## src/rtl/bar_anim_pkg.sv

```systemverilog
// Shared constants, FSM state type and bar geometry helper for the bar scheduler.
package bar_anim_pkg;

  localparam int STEP_DEF     = 4;
  localparam int BAR_SIZE_DEF = 20;
  localparam int BAR_GAP_DEF  = 8;
  localparam int Y_BASE_DEF   = 16;

  typedef enum logic [1:0] {
    IDLE   = 2'd0,
    UPDATE = 2'd1,
    DONE   = 2'd2
  } state_t;

  // First row of bar i; bars are stacked with a fixed pitch of height plus gap.
  function automatic int bar_y1(input int i, input int y_base, input int bar_size,
                                input int bar_gap);
    return y_base + i * (bar_size + 1 + bar_gap);
  endfunction

endpackage

```

## src/rtl/bar_hit_check.sv

```systemverilog
// Combinational test of whether pixel (x, y) lies inside one bar.
module bar_hit_check #(
  parameter int X_BITS   = 13,
  parameter int Y_BITS   = 13,
  parameter int BAR_SIZE = 20
) (
  input  logic [X_BITS-1:0] x,
  input  logic [Y_BITS-1:0] y,
  input  logic [X_BITS-1:0] cur_i,
  input  logic [Y_BITS-1:0] y1_i,
  output logic              hit_i
);

  localparam int YW = Y_BITS + 1;

  logic [Y_BITS:0] y_end;

  // Last row is computed one bit wider so a bar near the bottom cannot wrap.
  always_comb begin
    y_end = {1'b0, y1_i} + YW'(BAR_SIZE);
    hit_i = (x <= cur_i) && (y >= y1_i) && ({1'b0, y} <= y_end);
  end

endmodule

```

## src/rtl/bar_anim_scheduler.sv

```systemverilog
// Per-frame bar length sequencer: one bar updated per clock after each vsync edge,
// plus a registered per-pixel hit output for the pattern generator.
//
// state  | meaning
// IDLE   | waiting for a vsync rising edge or a pending pass
// UPDATE | stepping bar idx toward its target or along its bounce path
// DONE   | pass finished; frame_done pulses for this one cycle
module bar_anim_scheduler
  import bar_anim_pkg::*;
#(
  parameter int NUM_BARS = 4,
  parameter int X_BITS   = 13,
  parameter int Y_BITS   = 13,
  parameter int STEP     = STEP_DEF,
  parameter int BAR_SIZE = BAR_SIZE_DEF,
  parameter int BAR_GAP  = BAR_GAP_DEF,
  parameter int Y_BASE   = Y_BASE_DEF
) (
  input  logic                       clk,
  input  logic                       reset,
  input  logic                       vsync,
  input  logic [X_BITS-1:0]          total_active_pix,
  input  logic [X_BITS-1:0]          x,
  input  logic [Y_BITS-1:0]          y,
  input  logic                       wr_en,
  input  logic [2:0]                 wr_idx,
  input  logic [X_BITS-1:0]          wr_value,
  input  logic [NUM_BARS-1:0]        bounce,
  output logic [NUM_BARS*X_BITS-1:0] bar_value,
  output logic                       busy,
  output logic                       frame_done,
  output logic                       draw,
  output logic [2:0]                 draw_idx
);

  localparam logic [2:0]      LAST_IDX = 3'(NUM_BARS - 1);
  localparam logic [X_BITS:0] STEP_W   = STEP[X_BITS:0];

  state_t state, state_n;
  logic [2:0] idx, idx_n;
  logic pending, pending_n;
  logic vsync_d;
  logic start;

  logic [X_BITS-1:0] cur [NUM_BARS];
  logic [X_BITS-1:0] tgt [NUM_BARS];
  logic [NUM_BARS-1:0] dir;  // 0 = moving up, 1 = moving down

  logic [X_BITS-1:0] cur_sel, tgt_sel, clamped, cur_new, wr_clamped;
  logic              dir_sel, dir_new, bounce_sel;
  logic [X_BITS:0]   sum, lim_w;

  logic [NUM_BARS-1:0] hit;
  logic                hit_any;
  logic [2:0]          hit_idx;

  assign start      = vsync & ~vsync_d;
  assign busy       = (state == UPDATE);
  assign frame_done = (state == DONE);
  assign wr_clamped = (wr_value > total_active_pix) ? total_active_pix : wr_value;

  // FSM state, pass index, pending flag and vsync edge history.
  always_ff @(posedge clk or posedge reset) begin
    if (reset) begin
      state   <= IDLE;
      idx     <= '0;
      pending <= 1'b0;
      vsync_d <= 1'b0;
    end else begin
      state   <= state_n;
      idx     <= idx_n;
      pending <= pending_n;
      vsync_d <= vsync;
    end
  end

  // Next-state: an edge seen while a pass is running is remembered once.
  always_comb begin
    state_n   = state;
    idx_n     = idx;
    pending_n = pending;
    case (state)
      IDLE: begin
        if (start || pending) begin
          state_n   = UPDATE;
          idx_n     = '0;
          pending_n = 1'b0;
        end
      end
      UPDATE: begin
        if (start) pending_n = 1'b1;
        if (idx == LAST_IDX) state_n = DONE;
        else                 idx_n   = idx + 3'd1;
      end
      DONE: begin
        if (start) pending_n = 1'b1;
        state_n = IDLE;
      end
      default: state_n = IDLE;
    endcase
  end

  // Select the registers of the bar currently being updated.
  always_comb begin
    cur_sel    = '0;
    tgt_sel    = '0;
    dir_sel    = 1'b0;
    bounce_sel = 1'b0;
    for (int i = 0; i < NUM_BARS; i++) begin
      if (idx == 3'(i)) begin
        cur_sel    = cur[i];
        tgt_sel    = tgt[i];
        dir_sel    = dir[i];
        bounce_sel = bounce[i];
      end
    end
  end

  // One step of the selected bar; cur is first pulled inside the active width.
  always_comb begin
    clamped = (cur_sel > total_active_pix) ? total_active_pix : cur_sel;
    sum     = {1'b0, clamped} + STEP_W;
    lim_w   = {1'b0, total_active_pix};
    cur_new = clamped;
    dir_new = dir_sel;
    if (bounce_sel) begin
      if (!dir_sel) begin
        if (sum >= lim_w) begin
          cur_new = total_active_pix;
          dir_new = 1'b1;
        end else begin
          cur_new = sum[X_BITS-1:0];
        end
      end else begin
        if ({1'b0, clamped} <= STEP_W) begin
          cur_new = '0;
          dir_new = 1'b0;
        end else begin
          cur_new = clamped - STEP_W[X_BITS-1:0];
        end
      end
    end else begin
      if (clamped < tgt_sel) begin
        cur_new = (sum >= {1'b0, tgt_sel}) ? tgt_sel : sum[X_BITS-1:0];
      end else if (clamped > tgt_sel) begin
        cur_new = ({1'b0, clamped} <= ({1'b0, tgt_sel} + STEP_W)) ?
                  tgt_sel : clamped - STEP_W[X_BITS-1:0];
      end
    end
  end

  // Bar registers: target writes at any time, cur/dir only for the bar in the pass.
  always_ff @(posedge clk or posedge reset) begin
    if (reset) begin
      for (int i = 0; i < NUM_BARS; i++) begin
        cur[i] <= '0;
        tgt[i] <= '0;
      end
      dir <= '0;
    end else begin
      for (int i = 0; i < NUM_BARS; i++) begin
        if (wr_en && (wr_idx == 3'(i))) tgt[i] <= wr_clamped;
        if ((state == UPDATE) && (idx == 3'(i))) begin
          cur[i] <= cur_new;
          dir[i] <= dir_new;
        end
      end
    end
  end

  for (genvar g = 0; g < NUM_BARS; g++) begin : g_bar
    localparam logic [Y_BITS-1:0] Y1 = Y_BITS'(bar_y1(g, Y_BASE, BAR_SIZE, BAR_GAP));

    assign bar_value[g*X_BITS +: X_BITS] = cur[g];

    bar_hit_check #(
      .X_BITS  (X_BITS),
      .Y_BITS  (Y_BITS),
      .BAR_SIZE(BAR_SIZE)
    ) u_hit (
      .x    (x),
      .y    (y),
      .cur_i(cur[g]),
      .y1_i (Y1),
      .hit_i(hit[g])
    );
  end

  // Lowest-index hit wins; scanning downward leaves the lowest index last.
  always_comb begin
    hit_any = |hit;
    hit_idx = '0;
    for (int i = NUM_BARS - 1; i >= 0; i--) begin
      if (hit[i]) hit_idx = 3'(i);
    end
  end

  // Draw outputs lag x/y by one clock.
  always_ff @(posedge clk or posedge reset) begin
    if (reset) begin
      draw     <= 1'b0;
      draw_idx <= '0;
    end else begin
      draw     <= hit_any;
      draw_idx <= hit_idx;
    end
  end

endmodule
```

## config.mk

```make
export PLATFORM = sky130hd
export DESIGN_NAME = bar_anim_scheduler
export DESIGN_NICKNAME = d
export VERILOG_FILES = /design/src/rtl/bar_anim_pkg.sv /design/src/rtl/bar_hit_check.sv /design/src/rtl/bar_anim_scheduler.sv
export SDC_FILE = /design/constraint.sdc
export NUM_CORES = 1
export LEC_CHECK = 0
export CAP_MARGIN = 20
export CELL_PAD_IN_SITES_DETAIL_PLACEMENT = 0
export CELL_PAD_IN_SITES_GLOBAL_PLACEMENT = 1
export CORE_UTILIZATION = 43
export CTS_CLUSTER_SIZE = 8
export DETAILED_ROUTE_END_ITERATION = 6
export PLACE_DENSITY_LB_ADDON = 0.1
export SLEW_MARGIN = 10
export SYNTH_ARGS = -nofsm -noshare
export SYNTH_HDL_FRONTEND = slang
export SYNTH_SLANG_ARGS = --single-unit
```

## constraint.sdc

```tcl
create_clock -name clk -period 15.8 [get_ports clk]
set_input_delay 3.95 -clock clk [delete_from_list [all_inputs] [get_ports clk]]
set_output_delay 3.95 -clock clk [all_outputs]
set_load 0.05 [all_outputs]
```

==> results.toml, run 1 <==
[sta]
post-route-min-period_ns = 11.37
drv_slew = 0
rsz0062_at_grt = "no"
fin_skew_ns = 0.00918
worst-slew-pin-transition_ns = 1.07
fin_crit_sh = 0.719
setup_viol = 0
hold_viol = 0
relSlewSlack = 0.287
max_freq_mhz = 88.0
whs_ns = 0.483
setup_tns_ns = 0

[die]
start_util = 0.440
rows = 58
die_area_sq_um = 26600
fp.dieW_um = 163
core_area_sq_um = 25300
die_h_um = 163
num_io_pins = 121

[clock_tree]
cts_tree = "done"
cts.sinks = 118
htreeDepth = 4
cts_buffers = 17
clkTransAtPathRegs_ns = 0.06
clk_path_buf_depth = 2
cts_resized = 0
post-cts-setup-buffers = 0
cts_root_buf = "clkbuf_16"
ctsHoldBuffers = 0
clkLatencyLatePin_ns = 0.42

[route]
drtAntennaViolNets = 0
drcViolationCount = 0
dr.pass1.iters = 5
dr_total_vias = 11128
drt_iter0_drc = 1031
drt-total-wl_mm = 41.9
via_per_inst = 6.09
drt-wirelength-per-cell_um = 23.0

[synthesis]
mappedNetlistNets = 1586
synth-edff-count = 0
syn_avg_cell_area_sq_um = 8.03
synth_top_cell_area_share = 0.265
synth_cells = 1387
ys_seq_area_frac = 0.265
synthTopCellsByArea = "dfrtp_1, ha_1, a21oi_1, nand2_1, nor2_1"
synth_area_sq_um = 11100
synth_ff_type = "dfrtp_1"
ys_types = 94
async_flop_share = 1.00
synth_seq_cells = 118
yosys.area.top_type = "dfrtp_1"
yosysWarnings = 0

[worst_setup_path]
reg2reg_slack_ns = 6.24
end_kind = "register"
r2r_cells = 30
critPathArrivalTime_ns = 11.64
r2r-end = "bar_value[19]"
slowest_delay_ns = 0.67
critPathKind = "input pin to register"
setup.worst_path.start_class = "input pin"
path_buf_inv = 3
cp.depth = 25
crit_family = "compound AO/OA/AOI/OAI gates"
crit_path_top_delay_cell = "a2111oi_1"
crit_required_ns = 16.07
timing.rr.start = "idx[2]"
critPathMaxFanout = 17

[finish]
antenna_cells = 0
seqCellArea_sq_um = 2950
nNetsFinal = 1684
multiInputGateArea_sq_um = 7520
area_growth_pct = 18.3
fin_area_sq_um = 13200
fillCellCount = 2458
finish.utilization = 0.521
drive_gt1_frac = 0.0675

[outcome]
outcome = "finished, final reports clean"

[placement]
placed_area_sq_um = 12600
gp_congestion = 1.02
dp.final_hpwl_mm = 33.2
portBuffers = 119

[hold_path]
hp-start = "tgt[8]"
hold_path.class = "register to register"
holdPathEnd = "tgt[8]"
holdPathStages = 2

[global_route]
antenna_found_initial = 0
grt_max_degree = 61
grt_pass1_vias = 10405
grt_pass1_wl_mm = 63.9
overflow = 0
track_usage = 0.321

[run]
maxCapViolations = 0
## sequential cells by signal, indices dropped and copies added (netlist names)
name       cells
bar_value     52
tgt           52
dir            4
idx            3
draw_idx       2
state          2
draw           1
pending        1
vsync_d        1
## per-layer routing
| metal | vias up | track usage | routed length, um |
|---|---|---|---|
| met5 | - | 0 | 0 |
| met4 | 0 | 0.0956 | 1160 |
| met3 | 65 | 0.0379 | 2760 |
| met2 | 482 | 0.512 | 19000 |
| met1 | 5309 | 0.453 | 19000 |
| li1 | 5272 | - | - |
## cell usage in the layout, fill, tap and decap left out, types with 27 or more instances in the layout
master / Yosys / routed
nand2_1: 141 / 141
o21ai_0: 90 / 90
mux2i_1: 27 / 27
ha_1: 136 / 135
nand3_1: 38 / 38
clkdlybuf4s50_1: 0 / 119
nor3_1: 29 / 29
a21oi_1: 117 / 117
inv_1: 92 / 91
dfrtp_1: 118 / 118
nor2_1: 130 / 130
a21o_1: 31 / 31
## stage by stage
step                      setup slack, ns  cells
after floorplan                      6.74   1387
after global placement               4.32   1796
after detailed placement             4.32   1796
after CTS                            4.75   1827
after global routing                 4.02   1827
final                                4.43   1827
## cell type report
| cell class | count | area share |
|---|---|---|
| clock buffer | 18 | 0.0326 |
| multi-input combinational | 1111 | 0.570 |
| inverter | 95 | 0.0272 |
| clock inverter | 13 | 0.0112 |
| sequential | 118 | 0.224 |
| tap | 330 | 0.0313 |
| timing repair buffer | 142 | 0.103 |
## Yosys cell counts, types with 4 or more instances
master     instances
a22oi_1           12
a32oi_1            8
xnor2_1           23
buf_6              8
a21o_1            31
mux2i_1           27
nand4_1           24
nor2_1           130
buf_2             19
a311oi_1           4
nand3b_1           8
buf_1              6
o21ai_2            4
o31ai_1           13
inv_1             92
or4_1              6
a22o_1            13
o211ai_1          10
a32o_1             4
o221ai_1           4
a21oi_1          117
o21a_1            17
ha_1             136
nand3_1           38
and2_1            10
o21ai_1           24
nor2b_1           18
o2111ai_1          5
a211oi_1          15
xor2_1             5
a2111oi_0          5
a21boi_0           6
clkbuf_1          28
nor4_1             9
a211o_1            6
o22ai_1            7
o21ai_0           90
nand2b_1          16
a31oi_1           18
nand2_1          141
nor3_1            29
dfrtp_1          118
## worst max-delay path by stage
stage	start	end
floorplan	total_active_pix[7]	bar_value[44]
global placement	total_active_pix[7]	bar_value[32]
detailed placement	total_active_pix[7]	bar_value[32]
CTS	total_active_pix[7]	bar_value[32]
global route	total_active_pix[7]	bar_value[27]
finish	total_active_pix[7]	bar_value[19]
## worst min-delay path, stage by stage, from the launching register on
cell     delay [ns]
dfrtp_1        0.34
nand2_1        0.05
o21ai_0        0.06
## cell families (layout without fill, tap and decap cells)
family	after synthesis	after routing	synth area share
AO/OA/AOI/OAI	452	452	0.269
XOR/XNOR	28	28	0.0220
adder cells (fa/ha/maj)	136	136	0.153
buffers and inverters	158	268	0.0614
flip-flops	118	118	0.265
multiplexers	31	31	0.0286
other	1	1	0.000337
AND/OR/NAND/NOR	463	463	0.201
Power of run 1 is left out: the tool's default activity adds up to more than one toggle a clock period on the data nets, which glitch-free logic cannot reach.
==> run 2, diff against run 1 <==
--- a/config.mk
+++ b/config.mk
@@ -8,7 +8,7 @@
 export CAP_MARGIN = 20
 export CELL_PAD_IN_SITES_DETAIL_PLACEMENT = 0
 export CELL_PAD_IN_SITES_GLOBAL_PLACEMENT = 1
-export CORE_UTILIZATION = 43
+export CORE_UTILIZATION = 39
 export CTS_CLUSTER_SIZE = 8
 export DETAILED_ROUTE_END_ITERATION = 6
 export PLACE_DENSITY_LB_ADDON = 0.1
==> constraint.sdc (replaced) <==
create_clock -name clk -period 10.2 [get_ports clk]
set_input_delay 2.55 -clock clk [delete_from_list [all_inputs] [get_ports clk]]
set_output_delay 2.55 -clock clk [all_outputs]
set_load 0.05 [all_outputs]
==> results.toml, run 2 (synthesized netlist as in run 1, its figures left out) <==
[outcome]
outcome = "finished, final reports clean"

[worst_setup_path]
critPathKind = "input pin to register"
reg2reg_slack_ns = 1.57
end_kind = "register"
r2r_cells = 30
crit_required_ns = 10.47
cp-endpoint = "bar_value[32]"
crit_start = "total_active_pix[7]"
critPathArrivalTime_ns = 9.33
critPathMaxFanout = 16
r2r-end = "bar_value[32]"
timing.rr.start = "idx[2]"
setup.worst_path.start_class = "input pin"

[clock_tree]
cts_tree = "done"
ctsHoldBuffers = 0
cts_root_buf = "clkbuf_16"
clkLatencyLatePin_ns = 0.42
clk_path_buf_depth = 2
cts_buffers = 17
htreeDepth = 4
cts.sinks = 118
post-cts-setup-buffers = 0
clkTransAtPathRegs_ns = 0.06
cts_resized = 0

[die]
fp.dieW_um = 171
die_h_um = 171
die_area_sq_um = 29200
core_area_sq_um = 27900
rows = 61
start_util = 0.399
num_io_pins = 121

[sta]
hold_viol = 0
setup_tns_ns = 0
setup_viol = 0
rsz0062_at_grt = "no"
max_freq_mhz = 110
worst-slew-pin-transition_ns = 1.08
relSlewSlack = 0.280
fin_skew_ns = 0.00832
post-route-min-period_ns = 9.06
fin_crit_sh = 0.888
drv_slew = 0

[global_route]
grt_pass1_vias = 10440
track_usage = 0.297
grt_max_degree = 61
antenna_found_initial = 0
grt_pass1_wl_mm = 64.7
overflow = 0

[finish]
seqCellArea_sq_um = 2950
fillCellCount = 2824
final_common_cell = "nand2_1"
antenna_cells = 0
multiInputGateArea_sq_um = 7510
area_growth_pct = 20.0
drive_gt1_frac = 0.0761
final_cell_mix = "nand2_1, ha_1, nor2_1"
nNetsFinal = 1698

[route]
drcViolationCount = 0
dr_total_vias = 11079
drtAntennaViolNets = 0
dr.pass1.iters = 5
drt-total-wl_mm = 41.9
drt_iter0_drc = 1005
via_per_inst = 5.86
drt-wirelength-per-cell_um = 22.2

[hold_path]
hold_path.class = "register to register"

[run]
maxCapViolations = 0

[placement]
dp.final_hpwl_mm = 33.4
gp_congestion = 0.964
portBuffers = 119
-- run 2: worst min-delay path by stage --
stage                     startpoint  cells after the start  slack, ns      to
after floorplan               dir[0]                      2       0.45  dir[0]
after global placement        tgt[5]                      2       0.46  tgt[5]
after detailed placement      dir[2]                      2       0.47  dir[2]
after CTS                     dir[0]                      2       0.48  dir[0]
after global routing          tgt[5]                      2       0.50  tgt[5]
final                         dir[0]                      2       0.48  dir[0]
-- run 2: area by class of cell --
| class | instances | area share |
|---|---|---|
| Timing Repair Buffer | 156 | 0.110 |
| Sequential cell | 118 | 0.221 |
| Multi-Input combinational cell | 1111 | 0.562 |
| Clock inverter | 13 | 0.0127 |
| Clock buffer | 19 | 0.0324 |
| Inverter | 95 | 0.0269 |
| Tap cell | 378 | 0.0354 |
-- run 2: through the flow --
| stage | util | cells | hold WS (ns) | setup WS, ns | cell area, sq um |
|---|---|---|---|---|---|
| floorplan | - | 1387 | 0.450 | 2.54 | 11100 |
| global placement | 0.457 | 1858 | 0.462 | 1.09 | 12800 |
| detailed placement | 0.457 | 1858 | 0.470 | 0.982 | 12800 |
| CTS | 0.479 | 1890 | 0.482 | 1.38 | 13400 |
| global route | 0.479 | 1890 | 0.498 | 0.546 | 13400 |
| finish | 0.479 | 1890 | 0.477 | 1.14 | 13400 |
-- run 2: per-layer routing --
metal	track usage	vias up	share of wire
met4	0.0959	0	0.030
li1	-	5287	-
met1	0.416	5289	0.46
met3	0.0386	60	0.063
met2	0.468	443	0.45
met5	0	-	0
-- run 2: critical path, stage by stage --
cell,delay (ns)
clkdlybuf4s50_1,0.57
inv_1,0.18
ha_1,0.37
a21oi_1,0.18
nand2_1,0.07
a211oi_1,0.37
o211a_1,0.21
buf_4,0.22
o21ai_0,0.14
a21boi_1,0.19
buf_4,0.19
inv_1,0.15
ha_1,0.27
xnor2_1,0.26
ha_1,0.32
a2111oi_0,0.43
o21ai_0,0.18
nand2_1,0.11
nand2b_1,0.11
a2111oi_0,0.45
nor2_1,0.12
a311oi_2,0.29
nor2b_1,0.23
a2111oi_1,0.66
a311oi_1,0.15
o21ai_2,0.25
o21ai_1,0.09
Power of run 2 is left out for the same reason.
